## src/rtl/rr_arbiter_8.sv

```systemverilog
// rr_arbiter_8: 8-requester round-robin arbiter with a valid/ready handshake
// that drives the select of an 8-to-1 32-bit selector.
// Optional burst locking is built in when ARB_LOCK_EN is defined.
module rr_arbiter_8 (
  input  logic       Clock,
  input  logic       Reset_n,
  input  logic [7:0] Request,
  input  logic       Grant_Ready,
`ifdef ARB_LOCK_EN
  input  logic       Lock,
`endif
  output logic [2:0] Select_Output,
  output logic [7:0] Grant,
  output logic       Grant_Valid
);

  typedef enum logic {
    IDLE  = 1'b0,
    GRANT = 1'b1
  } state_t;

  state_t     state_q, state_d;
  logic [2:0] ptr_q, ptr_d;
  logic [2:0] sel_q, sel_d;
  logic [7:0] grant_q, grant_d;
  logic       valid_q, valid_d;
  logic       sync_q;

  logic [2:0] ptr_next;
  logic [3:0] pick_idle;
  logic [3:0] pick_hs;
  logic       lock_hold;

  // Returns {found, index} of the first set request scanning base, base+1, ... wrapping.
  // Iterating from the farthest offset down lets the nearest match win.
  function automatic logic [3:0] rr_pick(input logic [7:0] req, input logic [2:0] base);
    logic [3:0] res;
    logic [2:0] idx;
    res = '0;
    for (int unsigned i = 8; i > 0; i--) begin
      idx = base + 3'(i - 1);
      if (req[idx]) res = {1'b1, idx};
    end
    return res;
  endfunction

  // Arbitration candidates: from the current pointer (IDLE) and from the post-handshake pointer
  always_comb begin
    ptr_next  = sel_q + 3'd1;
    pick_idle = rr_pick(Request, ptr_q);
    pick_hs   = rr_pick(Request, ptr_next);
`ifdef ARB_LOCK_EN
    lock_hold = Lock && Request[sel_q];
`else
    lock_hold = 1'b0;
`endif
  end

  // Next-state and registered-output computation
  always_comb begin
    state_d = state_q;
    ptr_d   = ptr_q;
    sel_d   = sel_q;
    grant_d = grant_q;
    valid_d = valid_q;
    unique case (state_q)
      IDLE: begin
        // Arbitration waits for one synchronising edge after reset release
        if (sync_q && pick_idle[3]) begin
          state_d = GRANT;
          sel_d   = pick_idle[2:0];
          grant_d = 8'd1 << pick_idle[2:0];
          valid_d = 1'b1;
        end
      end
      GRANT: begin
        if (Grant_Ready && !lock_hold) begin
          ptr_d = ptr_next;
          if (pick_hs[3]) begin
            sel_d   = pick_hs[2:0];
            grant_d = 8'd1 << pick_hs[2:0];
          end else begin
            state_d = IDLE;
            grant_d = '0;
            valid_d = 1'b0;
          end
        end
      end
      default: begin
        state_d = IDLE;
        grant_d = '0;
        valid_d = 1'b0;
      end
    endcase
  end

  // State, pointer and output registers with asynchronous reset
  always_ff @(posedge Clock or negedge Reset_n) begin
    if (!Reset_n) begin
      state_q <= IDLE;
      ptr_q   <= '0;
      sel_q   <= '0;
      grant_q <= '0;
      valid_q <= 1'b0;
      sync_q  <= 1'b0;
    end else begin
      state_q <= state_d;
      ptr_q   <= ptr_d;
      sel_q   <= sel_d;
      grant_q <= grant_d;
      valid_q <= valid_d;
      sync_q  <= 1'b1;
    end
  end

  assign Select_Output = sel_q;
  assign Grant         = grant_q;
  assign Grant_Valid   = valid_q;

endmodule
```

## config.mk

```make
export PLATFORM = sky130hd
export DESIGN_NAME = rr_arbiter_8
export DESIGN_NICKNAME = d
export VERILOG_FILES = /design/src/rtl/rr_arbiter_8.sv
export SDC_FILE = /design/constraint.sdc
export NUM_CORES = 1
export LEC_CHECK = 0
export CORE_ASPECT_RATIO = 1.25
export CORE_MARGIN = 5
export CORE_UTILIZATION = 60
export CTS_CLUSTER_SIZE = 8
export DETAILED_ROUTE_END_ITERATION = 12
export PLACE_DENSITY_LB_ADDON = 0.12
export SYNTH_ARGS = -nofsm -noshare
export SYNTH_HDL_FRONTEND = slang
export SYNTH_SLANG_ARGS = --single-unit
```

## constraint.sdc

```tcl
create_clock -name Clock -period 4.2 [get_ports Clock]
set_clock_uncertainty 0.2 [all_clocks]
set_input_delay 0.84 -clock Clock [delete_from_list [all_inputs] [get_ports Clock]]
set_output_delay 0.84 -clock Clock [all_outputs]
set_load 0.1 [all_outputs]
```

==> results.json <==
{
  "outcome": "finished clean",
  "root_buffer": "clkbuf_8",
  "drcViolationCount": 0,
  "synth_top_area_share": 0.153,
  "ctsResizeCount": 0,
  "grt_overflow_total": 0,
  "crit_type": "in2reg",
  "cp-end-kind": "flop",
  "dpl.hpwl_mm": 5.07,
  "holdPathEnd": "Grant[6]",
  "hold_viol": 0,
  "holdBufCountCts": 0,
  "h-tree-depth": 1,
  "r2r_start": "Select_Output[0]",
  "clockBufferDepth": 2,
  "avgRoutedWirePerCell_um": 18.0,
  "finalNetCount": 326,
  "yosys.cell_count.top_type": "nand2_1",
  "r2r-end": "Grant[1]",
  "numCtsBuffers": 3,
  "report.final.slew_viol_count": 0,
  "slew_headroom": 0.352,
  "synth.distinct_cells": 69,
  "seq_area_um2": 427,
  "synth_fa_ha_area_frac": 0.0180,
  "startpoint_type": "input port",
  "hold_start": "Grant[6]",
  "worstPathArrival_ns": 3.77,
  "yosys_warnings": 0,
  "coreArea_um2": 4460,
  "diodes": 0,
  "clock_latency_ns": 0.25,
  "synthSimpleGateAreaFrac": 0.163,
  "crit_required_ns": 4.18,
  "drtPass1Iterations": 4,
  "fin_area_um2": 3050,
  "period_needed_ns": 3.79,
  "setup_viol": 0,
  "holdPathStages": 2,
  "fin_tns_setup_ns": 0,
  "die_width_um": 70.9,
  "placement.io_buffers": 22,
  "vias": 2479,
  "ys_seq_elements": 17,
  "fp-row-count": 27,
  "cts_num_sinks": 17,
  "dieArea_um2": 6100,
  "crit_path_max_fanout": 16,
  "async_flop_share": 1.00,
  "gp_congestion": 0.863,
  "synthTopCellsByCount": "33 x nand2_1, 29 x mux2i_1, 19 x nor2_1, 18 x a21oi_1, 17 x dfrtp_1",
  "drt_iter0_drc": 177,
  "multi_input_area_um2": 2150,
  "synth_edf_count": 0,
  "tightest_slew_ns": 0.969,
  "synth-xor-area-share": 0.0338,
  "synth_compound_area_frac": 0.197,
  "synth_area_per_cell_um2": 9.33,
  "rrSetupSlack_ns": 0.64,
  "syn-num-nets": 313,
  "grt_max_degree": 28,
  "hp-class": "reg2reg",
  "antenna_found_initial": 0,
  "fp.dieH_um": 86.1,
  "synth_area_leaders": "dfrtp_1 15%, mux4_2 13%, mux2i_1 10%",
  "initial_utilization": 0.623,
  "syn_to_final_growth_pct": 9.86,
  "synthCells": 298,
  "synthMuxAreaShare": 0.360,
  "reg2regPathDepth": 9,
  "vias_per_cell": 6.74,
  "clk_pin_slew_ns": 0.06,
  "drt_wl_total_mm": 6.63,
  "fmax_mhz": 264,
  "grt_pass1_vias": 2312,
  "yosys.area.top_type": "dfrtp_1",
  "post_cts_buffers": 0,
  "synth-main-ff-cell": "dfrtp_1",
  "fin_crit_sh": 0.903,
  "yosysSeqAreaShare": 0.153,
  "place_area_um2": 3010,
  "max-cap-violations": 0,
  "synth_top_family_by_area": "multiplexers",
  "fillers": 377,
  "rsz0062_at_grt": "false",
  "drive_gt1_frac": 0.197,
  "num_io_pins": 23,
  "grt_pass1_wl_mm": 11.2,
  "syn_area_um2": 2780,
  "track_usage": 0.222,
  "cts_tree": "done",
  "ant_nets": 0
}
## cell families (layout without fill, tap and decap cells)
logic type | count (synthesis) | count (layout)
AOI/OAI and AO/OA | 77 | 77
xor gates and xnor gates | 6 | 6
and+or+nand+nor | 89 | 89
buffers and inverters | 39 | 51
muxes | 65 | 65
other | 1 | 1
DFF | 17 | 17
adders and majority gates | 4 | 4
## metrics by stage
step | utilization | worst slack [ns] | hold WS (ns) | instances
after floorplan | - | 0.0979 | 0.344 | 298
after global placement | 0.675 | 0.196 | 0.282 | 364
after detailed placement | 0.675 | 0.157 | 0.279 | 364
after CTS | 0.685 | 0.415 | 0.296 | 368
after global routing | 0.685 | 0.238 | 0.331 | 368
final | 0.685 | 0.407 | 0.290 | 368
## critical path, cell delays in order
cell and delay (ns):
clkdlybuf4s50_1 0.66, mux4_2 0.62, a221o_1 0.32, o21ai_1 0.09, a21oi_1 0.08, o32ai_1 0.31
buf_4 0.20, or4b_4 0.48, o211ai_2 0.15
## layout make-up
class	instances	area share
clock buffer	4	0.0147
inverter	11	0.0135
multi-input combinational	242	0.703
sequential	17	0.140
tap	58	0.0238
timing repair buffer	36	0.105
## worst max-delay path by stage
stage                           from          endpoint  slack, ns  cells past startpoint
detailed placement        Request[4]  Select_Output[0]       0.16                      8
CTS                       Request[5]          Grant[1]       0.42                      9
global placement          Request[5]          Grant[1]       0.20                      9
floorplan           Select_Output[0]          Grant[1]        0.1                     12
global route              Request[5]          Grant[1]       0.24                      8
finish                    Request[4]          Grant[1]       0.41                      9
## cells in the final DEF (no fill, tap or decap), drive strengths merged, types with 2 or more instances in the layout
cell	Yosys	routed
nor4	4	4
ha	4	4
mux2i	29	29
nand3	5	5
o22ai	2	2
nand2	33	33
dfrtp	17	17
o21ai	15	15
inv	10	10
a21oi	19	19
nor2	20	20
o211ai	7	7
xnor2	3	3
xor2	2	2
nand2b	7	7
o21a	3	3
clkbuf	9	4
o221ai	4	4
nand4b	4	4
buf	19	16
a211oi	5	5
clkdlybuf4s50	0	20
mux4	24	24
a22oi	3	3
nor2b	2	2
mux2	12	12
nor3	2	2
a221o	3	3
o2111ai	3	3
or2	2	2
## state kept, by name (all words and copies together), names as in the netlist
register	flops
Grant	8
Select_Output	3
ptr_q	3
Grant_Valid	1
state_q	1
sync_q	1
## metal layers
layer | part of all wire | up-vias | GRT usage
li1 | - | 1183 | -
met1 | 0.44 | 1222 | 0.288
met2 | 0.50 | 58 | 0.384
met3 | 0.032 | 16 | 0.0293
met4 | 0.024 | 0 | 0.0667
met5 | 0 | - | 0
Power is left out: the tool's default activity adds up to more than one toggle a clock period on the data nets, which glitch-free logic cannot reach.
